[src/rtl/conv_window_controller_pkg.sv]
// Shared types and sizing for the convolution window controller.
package conv_window_controller_pkg;

   localparam int DEF_DATA_WIDTH  = 16;
   localparam int DEF_KERNEL_SIZE = 5;
   localparam int DEF_IMAGE_SIZE  = 28;

   typedef enum logic [1:0] {
      ST_IDLE   = 2'd0,
      ST_LOAD   = 2'd1,
      ST_STREAM = 2'd2,
      ST_DONE   = 2'd3
   } state_t;

   function automatic int out_size(input int image_size, input int kernel_size);
      return image_size - kernel_size + 1;
   endfunction

   localparam int OUT_SIZE = out_size(DEF_IMAGE_SIZE, DEF_KERNEL_SIZE);
   localparam int POS_W    = $clog2(DEF_IMAGE_SIZE);
   localparam int WIN_W    = $clog2(OUT_SIZE);

endpackage

[src/rtl/conv_window_controller_raster_counter.sv]
// Row/column raster position of the next pixel to enter the bank.
module conv_window_controller_raster_counter #(
   parameter int SIZE = 28,
   parameter int W    = $clog2(SIZE)
) (
   input  logic         clk,
   input  logic         reset,
   input  logic         clear,
   input  logic         en,
   output logic [W-1:0] row,
   output logic [W-1:0] col,
   output logic         last
);

   localparam logic [W-1:0] MAX = W'(SIZE - 1);

   assign last = (row == MAX) && (col == MAX);

   always_ff @(posedge clk or posedge reset) begin
      if (reset) begin
         row <= '0;
         col <= '0;
      end else if (clear) begin
         row <= '0;
         col <= '0;
      end else if (en) begin
         if (col == MAX) begin
            col <= '0;
            row <= (row == MAX) ? '0 : row + W'(1);
         end else begin
            col <= col + W'(1);
         end
      end
   end

endmodule

[src/rtl/conv_window_controller.sv]
// Sequences one KxK window pass over an NxN frame: weight load, pixel stream, window flagging.
//
//  state     | meaning
//  ----------+------------------------------------------------------------
//  ST_IDLE   | waiting for start, counters cleared
//  ST_LOAD   | w_ready high, waiting for the weight handshake
//  ST_STREAM | accepting pixels, presenting windows downstream
//  ST_DONE   | one-cycle done pulse, then back to idle
module conv_window_controller
   import conv_window_controller_pkg::*;
#(
   parameter int DATA_WIDTH  = DEF_DATA_WIDTH,
   parameter int KERNEL_SIZE = DEF_KERNEL_SIZE,
   parameter int IMAGE_SIZE  = DEF_IMAGE_SIZE,
   localparam int OUT_N      = out_size(IMAGE_SIZE, KERNEL_SIZE),
   localparam int PW         = $clog2(IMAGE_SIZE),
   localparam int WW         = $clog2(OUT_N)
) (
   input  logic                  clk,
   input  logic                  reset,
   input  logic                  start,
   input  logic                  abort,
   input  logic                  w_valid,
   output logic                  w_ready,
   output logic                  bank_write,
   input  logic                  pix_valid,
   input  logic [DATA_WIDTH-1:0] pix_data,
   output logic                  pix_ready,
   output logic                  bank_shift,
   output logic [DATA_WIDTH-1:0] bank_pixel,
   output logic                  win_valid,
   input  logic                  win_ready,
   output logic [WW-1:0]         win_row,
   output logic [WW-1:0]         win_col,
   output logic                  busy,
   output logic                  done
);

   localparam logic [PW-1:0] EDGE = PW'(KERNEL_SIZE - 1);

   state_t        state, state_nxt;
   logic          exhausted;
   logic [PW-1:0] row, col;
   logic          last;
   logic          qualify;
   logic          cnt_clear;

   conv_window_controller_raster_counter #(
      .SIZE (IMAGE_SIZE),
      .W    (PW)
   ) u_raster (
      .clk   (clk),
      .reset (reset),
      .clear (cnt_clear),
      .en    (bank_shift),
      .row   (row),
      .col   (col),
      .last  (last)
   );

   // A held, unconsumed window stalls the stream so the bank never shifts under it.
   assign pix_ready  = (state == ST_STREAM) && !exhausted && !(win_valid && !win_ready);
   assign bank_shift = pix_valid && pix_ready;
   assign bank_pixel = pix_data;
   assign w_ready    = (state == ST_LOAD);
   assign busy       = (state != ST_IDLE);
   assign done       = (state == ST_DONE);
   assign qualify    = (row >= EDGE) && (col >= EDGE);
   assign cnt_clear  = abort || (state != ST_STREAM);

   always_comb begin
      state_nxt = state;
      if (abort) begin
         state_nxt = ST_IDLE;
      end else begin
         case (state)
            ST_IDLE:   if (start) state_nxt = ST_LOAD;
            ST_LOAD:   if (w_valid) state_nxt = ST_STREAM;
            ST_STREAM: if (exhausted && win_valid && win_ready) state_nxt = ST_DONE;
            ST_DONE:   state_nxt = ST_IDLE;
            default:   state_nxt = ST_IDLE;
         endcase
      end
   end

   always_ff @(posedge clk or posedge reset) begin
      if (reset) begin
         state      <= ST_IDLE;
         bank_write <= 1'b0;
         exhausted  <= 1'b0;
         win_valid  <= 1'b0;
         win_row    <= '0;
         win_col    <= '0;
      end else begin
         state      <= state_nxt;
         bank_write <= !abort && (state == ST_LOAD) && w_valid;
         if (abort || (state != ST_STREAM)) begin
            exhausted <= 1'b0;
            win_valid <= 1'b0;
            win_row   <= '0;
            win_col   <= '0;
         end else begin
            if (bank_shift && last) exhausted <= 1'b1;
            if (bank_shift && qualify) begin
               win_valid <= 1'b1;
               win_row   <= WW'(row - EDGE);
               win_col   <= WW'(col - EDGE);
            end else if (win_ready) begin
               win_valid <= 1'b0;
            end
         end
      end
   end

endmodule

[config.mk]
export PLATFORM = sky130hd
export DESIGN_NAME = conv_window_controller
export DESIGN_NICKNAME = d
export VERILOG_FILES = /design/src/rtl/conv_window_controller_pkg.sv /design/src/rtl/conv_window_controller_raster_counter.sv /design/src/rtl/conv_window_controller.sv
export SDC_FILE = /design/constraint.sdc
export NUM_CORES = 1
export LEC_CHECK = 0
export ABC_AREA = 1
export CELL_PAD_IN_SITES_DETAIL_PLACEMENT = 1
export CELL_PAD_IN_SITES_GLOBAL_PLACEMENT = 2
export CORE_MARGIN = 4
export CORE_UTILIZATION = 25
export CTS_CLUSTER_SIZE = 16
export DETAILED_ROUTE_END_ITERATION = 12
export HOLD_SLACK_MARGIN = 0.03
export PLACE_DENSITY = 0.76
export REMOVE_ABC_BUFFERS = 1
export SYNTH_ARGS = -nofsm -noshare
export SYNTH_HDL_FRONTEND = slang
export SYNTH_HIERARCHICAL = 1
export SYNTH_SLANG_ARGS = --single-unit
[constraint.sdc]
create_clock -name clk -period 2 [get_ports clk]
set_input_delay 0.3 -clock clk [delete_from_list [all_inputs] [get_ports clk]]
set_output_delay 0.3 -clock clk [all_outputs]
set_load 0.02 [all_outputs]
==> metrics.yaml <==
setup_path:
  cp.required_ps: 1700
  cpPeakStageDelay_ps: 620
  slowest_stage: "clkdlybuf4s50_1"
  path_max_fanout: 3
  worstSetupStartpointType: "flop"
  path_class: "reg -> out"
  crit_chain: "inv_1 > ha_1 > clkdlybuf4s50_1"
  cp-end-kind: "primary output"
  critical-path-top-delay-family: "buffers and inverters"
  crit_buf_inv: 2
  cp.arrival_ps: 1570
grt:
  overflow: 0
  grt_pass1_vias: 1370
  grt_pass1_wl_um: 6560
  grt_max_degree: 22
  antenna_found_initial: 0
  globalRouteTotalUtil_pct: 10.8
floorplanning:
  die_h_um: 88.7
  coreArea_sq_um: 6350
  ios: 56
  row_count: 29
  fp.dieW_um: 88.7
  dieArea_sq_um: 7870
  initial_core_util_pct: 25.7
route:
  initialDrtViolationCount: 57
  wirelength_um: 3960
  vias_per_cell: 4.51
  vias: 1302
  drc: 0
  first_pass_iters: 3
  postRouteAntennaNets: 0
  wire_per_inst_um: 13.7
sta:
  drv_slew: 0
  max_slew.worst_pin.slew_ps: 630
  hold_viol: 0
  fin_hold_ws_ps: 364
  rsz0062_at_grt: "false"
  setup_viol: 0
  slew_headroom_pct: 58.0
  post-route-min-period_ps: 1870
  fin_worst_skew_ps: 2.75
  fin_crit_sh_pct: 93.6
  timing.fmax_mhz: 534
cells_and_area:
  final_common_cell: "nand2_1"
  areaGrowthSynthToFinish_pct: 15.4
  drive_above_1_share_pct: 11.8
  final_util_pct: 29.6
  fillCellCount: 744
  seq_area_sq_um: 626
  final_nets: 246
  antenna_cells: 0
  multi_input_area_sq_um: 748
  final_cell_mix: "nand2_1 (38), dfrtp_1 (25), inv_1 (24)"
cts:
  cts_tree: "yes"
  cts-root-buf: "clkbuf_8"
  cts_sinks: 25
  postCtsSetupBuffers: 0
  clock_tree.buffer_depth: 2
  clk_pin_slew_ps: 90
  numCtsBuffers: 3
  insertion_delay_ps: 270
  h-tree-depth: 1
power_and_ir_drop:
  p_leak_uw: 0.000917
  peakVddDrop_mv: 0.225
  power.density_cell_area_nw_per_um2: 656
synth:
  synth_warnings: 6
  syn_inst: 201
  ys_ff_latch: 25
  synthDistinctLibCells: 25
  avgSynthCellArea_sq_um: 8.10
  seq_area_frac_synth_pct: 38.4
  synthesis.area_sq_um: 1630
placed_design:
  gp_congestion: 0.690
  dp_hpwl_um: 3050
  portBuffers: 23
run_status:
  outcome: "finished, final reports clean"
run:
  max_cap_viol_count: 0
worst_hold_path:
  hp-class: "in -> async"
==> final cells by class <==
| cell class | count | share of cell area [%] |
|---|---|---|
| multi-input cells | 128 | 39.8 |
| flip-flops and latches | 25 | 33.3 |
| repair buffers | 28 | 14.0 |
| inverters | 27 | 5.39 |
| well taps | 77 | 5.12 |
| clock buffers | 4 | 2.40 |
==> metal layers <==
layer | track usage, % | vias up | wire length (um)
li1 | - | 647 | -
met1 | 13.7 | 615 | 1820
met2 | 16.8 | 36 | 1820
met3 | 3.91 | 4 | 262
met4 | 4.12 | 0 | 53
met5 | 0 | - | 0
==> worst paths after layout <==
check                            from  depth (start not counted)               to  slack (ps)
max                          state[1]                          3          w_ready         130
min                             reset                          2  u_raster/row[4]         360
max reg2reg                  state[0]                         10  u_raster/col[2]         200
min reg2reg                win_col[0]                          2       win_col[0]         520
max in group asynchronous       reset                          2       win_col[0]        1130
min in group clk           win_col[0]                          2       win_col[0]         520
==> stage by stage <==
stage	total power, uW	setup WS (ps)	instance area (sq um)	std cells	setup TNS, ps
after floorplan	800	-298	1480	180	-1810
after global placement	954	-25.6	1840	285	-25.6
after detailed placement	958	-36.7	1840	285	-36.7
after CTS	1260	5.71	1880	289	0
after global routing	1330	8.36	1880	289	0
final	1230	128	1880	289	0
==> flip-flops by register name, indices dropped and copies added (netlist names) <==
register      count
bank_write        1
exhausted         1
state             2
u_raster/col      5
u_raster/row      5
win_col           5
win_row           5
win_valid         1
==> logic make-up after synthesis <==
kind of cell,after synthesis,share of synthesized area [%]
AOI/OAI and AO/OA,8,3.53
xor gates and xnor gates,5,2.69
adders and majority gates,10,7.68
buffers and inverters,48,15.7
DFF,25,38.4
muxes,1,0.614
and+or+nand+nor,104,31.4
==> cells in the mapped netlist (all sizes together) <==
cell type,n,area [sq um]
nand4,14,87.6
nor2,20,92.6
mux2i,1,10.0
a21oi,2,13.8
o21bai,1,18.8
inv,27,101
dfrtp,25,626
o21ai,5,25.0
nand3,25,135
nand2,43,179
buf,21,154
and3b,1,8.76
and2,1,8.76
ha,10,125
xor2,5,43.8
==> where the power goes <==
group	switching, uW	leakage (uW)	internal [uW]
sequential	27.8	0.000347	530
combinational	231	0.000547	141
clock	161	0.0000228	143
total	420	0.000917	813
==> timing repair <==
| action | CTS | global route |
|---|---|---|
| hold buffers | 0 | 0 |
| hold endpoints to repair | 0 | 0 |
| gates resized for setup | 2 | 3 |
| setup endpoints to repair | 2 | 2 |
(Power assumes the default switching activity.)
==> edit 1 (config.mk and constraints unchanged) <==
Set the package constant `DEF_IMAGE_SIZE` to 56 (it was 28).
--- a/src/rtl/conv_window_controller_pkg.sv
+++ b/src/rtl/conv_window_controller_pkg.sv
@@ -3,7 +3,7 @@
 
    localparam int DEF_DATA_WIDTH  = 16;
    localparam int DEF_KERNEL_SIZE = 5;
-   localparam int DEF_IMAGE_SIZE  = 28;
+   localparam int DEF_IMAGE_SIZE  = 56;
 
    typedef enum logic [1:0] {
       ST_IDLE   = 2'd0,
Ports: changed (resized win_col and win_row); port bits go from 56 to 58. No check against the original RTL was run, so the function may have changed too.
==> edit 1 against the original RTL <==
Non-clock buffer count rose by 2. Sequential power rose by 26%. Clock power is 58% higher. Synthesized area rose by 17%. Critical path depth unchanged. Clock skew grew 0.0012 ns. Via count grew 22%. Power is 48% higher. Routed wire length increased by 16%. Worst setup slack worse by 0.031 ns. Design area is 20% higher. Register-to-register slack better by 0.04 ns. Sequential cell count up 4. Maximum frequency decreased by 1.6%.
==> edit 1: results (changes against the original RTL) <==
{| class="wikitable"
! Metric !! Value
|-
| Status || finished, final reports clean
|-
| Post-Place Worst Slack || 0.0246 ns (+0.0613 ns)
|-
| Instance area after placement || 0.00217 mm^2 (+18%)
|-
| Number of design-rule violations left by the first detailed-router iteration || 36 (-37%)
|-
| Maximum number of pins on one net before global-route repair || 18 (-18%)
|-
| Largest fanout on the critical path || 4 (+1)
|-
| Share of the yosys chip area belonging to registers || 38.0% (-0.42 points)
|-
| Hold WS || 0.372 ns (+0.00831 ns)
|-
| Compound-cell area share of the yosys netlist || 5.50% (+2.0 points)
|-
| Post-layout min period || 1.90 ns (+0.0309 ns)
|-
| Xor/xnor cell area share of the yosys netlist || 1.38% (-1.3 points)
|-
| Cell count after synthesis || 249 (+24%)
|-
| NumNets Final || 299 (+22%)
|-
| Fraction of final layout cells sized beyond drive strength 1 || 14.3% (+2.5 points)
|-
| Number of placed cells counting well taps || 358 (+26%)
|-
| Worst EP arrival || 1.60 ns (+0.03 ns)
|-
| Vias in the first global route || 1610 (+18%)
|-
| Largest vdd supply drop || 0.214 mV (-5.0%)
|-
| Clock skew || 0.00391 ns (+0.00116 ns)
|-
| Average vias per placed instance || 4.33 (-3.8%)
|-
| CTS H-tree lvls || 2 (+1)
|-
| Leak || 1.15 nW (+26%)
|-
| Synthesized-area fraction occupied by adder cells || 6.55% (-1.1 points)
|-
| Wire length per cell after detailed routing || 12.6 um (-8.0%)
|-
| Clock buffers created by TritonCTS || 5 (+2)
|-
| I/O Buffers || 25 (+8.7%)
|-
| Top post-synthesis cells by area || dfrtp_1, nand2_1, nand3_1, ha_1, buf_4
|-
| Count of different cell masters after synthesis || 29 (+16%)
|-
| Overall routing resource usage || 11.1% (+0.28 points)
|-
| Endpoint of the worst register-to-register path || win_row[0]$_DFFE_PP0P_
|-
| Wire length after detailed routing || 4.60 mm (+16%)
|-
| Share of the synthesized area in the top cell type || 38.0% (-0.42 points)
|-
| Fill cell count || 902 (+21%)
|-
| HPWL after detailed placement || 3.50 mm (+14%)
|-
| Clock-pin slew reported for the worst setup and hold paths after clock tree synthesis || 0.06 ns (-0.03 ns)
|}
## edit 1: changes by cell type after synthesis, moves of 4 or more
cell / before / now
a21oi_1: 1 / 9
dfrtp_1: 25 / 29
inv_1: 24 / 32
inv_2: 3 / 7
nand2_1: 38 / 63
nand4_1: 14 / 3
xor2_1: 5 / 1
## edit 1: final cells by class
type	instances	area (um^2)	area share, %
inverters	39	146	6.48
repair buffers	30	289	12.8
well taps	99	124	5.48
flip-flops and latches	29	726	32.1
multi-input cells	161	887	39.3
clock buffers	7	86.3	3.82
## edit 1: timing repair
action                                  CTS  global route
buffers inserted                          0             0
hold buffers                              0             0
gates resized for setup                   2             2
endpoints found under the setup margin    2             2
## edit 1: metal layers
layer	routed length [um]	GRT usage, %	vias to the layer above
li1	-	-	787
met1	2140	13.5	742
met2	2040	17.7	48
met3	356	4.74	5
met4	57	3.55	0
met5	0	0	-
## edit 1: report_power, final
part | internal, mW | switching [mW]
Sequential | 0.653 | 0.0496
Clock | 0.272 | 0.209
Combinational | 0.250 | 0.393
==> edit 2 (same flow settings) <==
Without the edit above. Encoding of `state_t`: now one-hot (4 bits for 4 states).
--- a/src/rtl/conv_window_controller_pkg.sv
+++ b/src/rtl/conv_window_controller_pkg.sv
@@ -5,11 +5,11 @@
    localparam int DEF_KERNEL_SIZE = 5;
    localparam int DEF_IMAGE_SIZE  = 28;
 
-   typedef enum logic [1:0] {
-      ST_IDLE   = 2'd0,
-      ST_LOAD   = 2'd1,
-      ST_STREAM = 2'd2,
-      ST_DONE   = 2'd3
+   typedef enum logic [3:0] {
+      ST_IDLE   = 4'b0001,
+      ST_LOAD   = 4'b0010,
+      ST_STREAM = 4'b0100,
+      ST_DONE   = 4'b1000
    } state_t;
 
    function automatic int out_size(input int image_size, input int kernel_size);
Function: same outputs for any inputs over 10 cycles, from zero or initial values and one cycle with reset high; not proved beyond that.
==> edit 2 against the original RTL <==
Sequential share of layout area grew 1.3 points. Routed wire length shrank 3.0%. Via count grew 4.1%. Die area grew 4.9%. Design area grew 4.1%. Count of clock-buffer cells in the layout shrank 1. Synthesized area grew 5.4%. Sequential cell count grew 2. Worst setup slack lost 0.015 ns.
Power is not compared: it rests on default switching activity, and its combinational part moved more than twofold at a synthesized area within 25%.
==> edit 2: results (changes against the original RTL) <==
{| class="wikitable"
! Metric !! Value
|-
| Filler-free cell count of the finished design || 305 (+5.5%)
|-
| Clock skew || 0.00406 ns (+0.00131 ns)
|-
| Multiplexer share of the synthesized area || 0.583% (-0.031 points)
|-
| Fill cell count || 797 (+7.1%)
|-
| Global routing met2 resource utilization || 15.9% (-0.87 points)
|-
| Family with the most delay on the worst path || buffers and inverters
|-
| Last weighted congestion value of the routability-driven placer || 0.742 (+7.4%)
|-
| Share of the yosys chip area belonging to registers || 39.4% (+1.0 points)
|-
| Metal3 WL || 277 um (+5.7%)
|-
| Overall routing resource usage || 10.1% (-0.73 points)
|-
| Diode insertion count for antenna repair || 0 (unchanged)
|-
| Instance area after placement || 0.00191 mm^2 (+3.9%)
|-
| HPWL after detailed placement || 3.04 mm (-0.41%)
|-
| Wire length per cell after detailed routing || 12.6 um (-8.1%)
|-
| Clock-pin slew reported for the worst setup and hold paths after clock tree synthesis || 0.10 ns
|-
| Top post-synthesis cells by area || dfrtp_1, nand3_1, nand2_1, buf_4, inv_1
|-
| Sequential cell area || 677 um^2 (+8.2%)
|-
| Number of warnings printed during yosys synthesis || 6 (unchanged)
|-
| Fraction of final layout cells sized beyond drive strength 1 || 11.4% (-0.39 points)
|-
| Number of placed cells counting well taps || 301 (+5.6%)
|-
| Leak || 0.983 nW
|-
| Status || finished, final reports clean
|-
| Vias in the first global route || 1420 (+3.6%)
|-
| Slew at the pin closest to its max-slew limit || 0.650 ns (+0.0197 ns)
|-
| Highest metal layer with signal wires || met4
|-
| Post-Place Worst Slack || -0.120 ns (-0.0838 ns)
|-
| First-pass DRT Iterations || 4 (+1)
|-
| Number of design-rule violations left by the first detailed-router iteration || 44 (-23%)
|-
| First-pass GRT wire length || 6.81 mm (+3.9%)
|-
| Mean post-synth cell area || 7.87 um^2 (-2.8%)
|-
| Average vias per placed instance || 4.44 (-1.4%)
|-
| Met1 Routed Length || 1.85 mm (+1.4%)
|-
| Longest Clk Path Bufs || 2 (unchanged)
|-
| Synthesized-area fraction occupied by adder cells || 4.37% (-3.3 points)
|-
| Detail Route met2 WL || 1.69 mm (-7.3%)
|-
| NumNets Final || 258 (+4.9%)
|-
| Fraction of met1 tracks used by global routing || 12.7% (-1.0 points)
|-
| Top cells by instance count after synthesis || nand2_1, nand3_1, inv_1
|-
| Xor/xnor cell area share of the yosys netlist || 2.55% (-0.14 points)
|-
| Largest fanout on the critical path || 2 (-1)
|-
| Count of different cell masters after synthesis || 24 (-4.0%)
|-
| Met3 layer usage reported by global route || 4.00% (+0.089 points)
|-
| Worst EP arrival || 1.59 ns (+0.02 ns)
|-
| Compound-cell area share of the yosys netlist || 4.08% (+0.55 points)
|}
## edit 2: layout make-up
type,count,area share (%)
repair buffers,26,12.9
clock inverters,1,0.256
clock buffers,3,2.11
inverters,33,6.33
flip-flops and latches,27,34.6
multi-input cells,138,38.9
well taps,77,4.92
## edit 2: cell families (layout without fill, tap and decap cells)
kind of cell / after synthesis / after routing
buf+inv: 53 / 63
fa+ha+maj: 6 / 6
compound gates: 9 / 9
xor+xnor: 5 / 5
mux: 1 / 1
simple gates: 117 / 117
flops: 27 / 27
## edit 2: power breakdown
| part | switching (mW) | total (mW) | internal (mW) | leakage [nW] |
|---|---|---|---|---|
| clock | 0.176 | 0.316 | 0.140 | 0.0255 |
| combinational | 0.0923 | 0.150 | 0.0581 | 0.585 |
| sequential | 0.00859 | 0.575 | 0.566 | 0.373 |
## edit 2: timing repair
item                       CTS  global route
setup buffers                0             0
gates resized for setup      2             1
setup endpoints to repair    2             1
## edit 2: path summary, 6_finish.rpt
kind / to / cells past startpoint / from / slack [ns]
worst max-delay path: done / 4 / state[1]$_DFFE_PP0P_ / 0.11
worst min-delay path: u_raster/row[1]$_DFFE_PP0P_ / 2 / reset / 0.32
worst max register to register: u_raster/col[3]$_DFFE_PP0P_ / 11 / state[1]$_DFFE_PP0P_ / 0.36
worst min register to register: win_row[1]$_DFFE_PP0P_ / 2 / win_row[1]$_DFFE_PP0P_ / 0.51
max in group asynchronous: exhausted$_DFFE_PP0P_ / 2 / reset / 1.15
min in group clk: win_row[1]$_DFFE_PP0P_ / 2 / win_row[1]$_DFFE_PP0P_ / 0.51
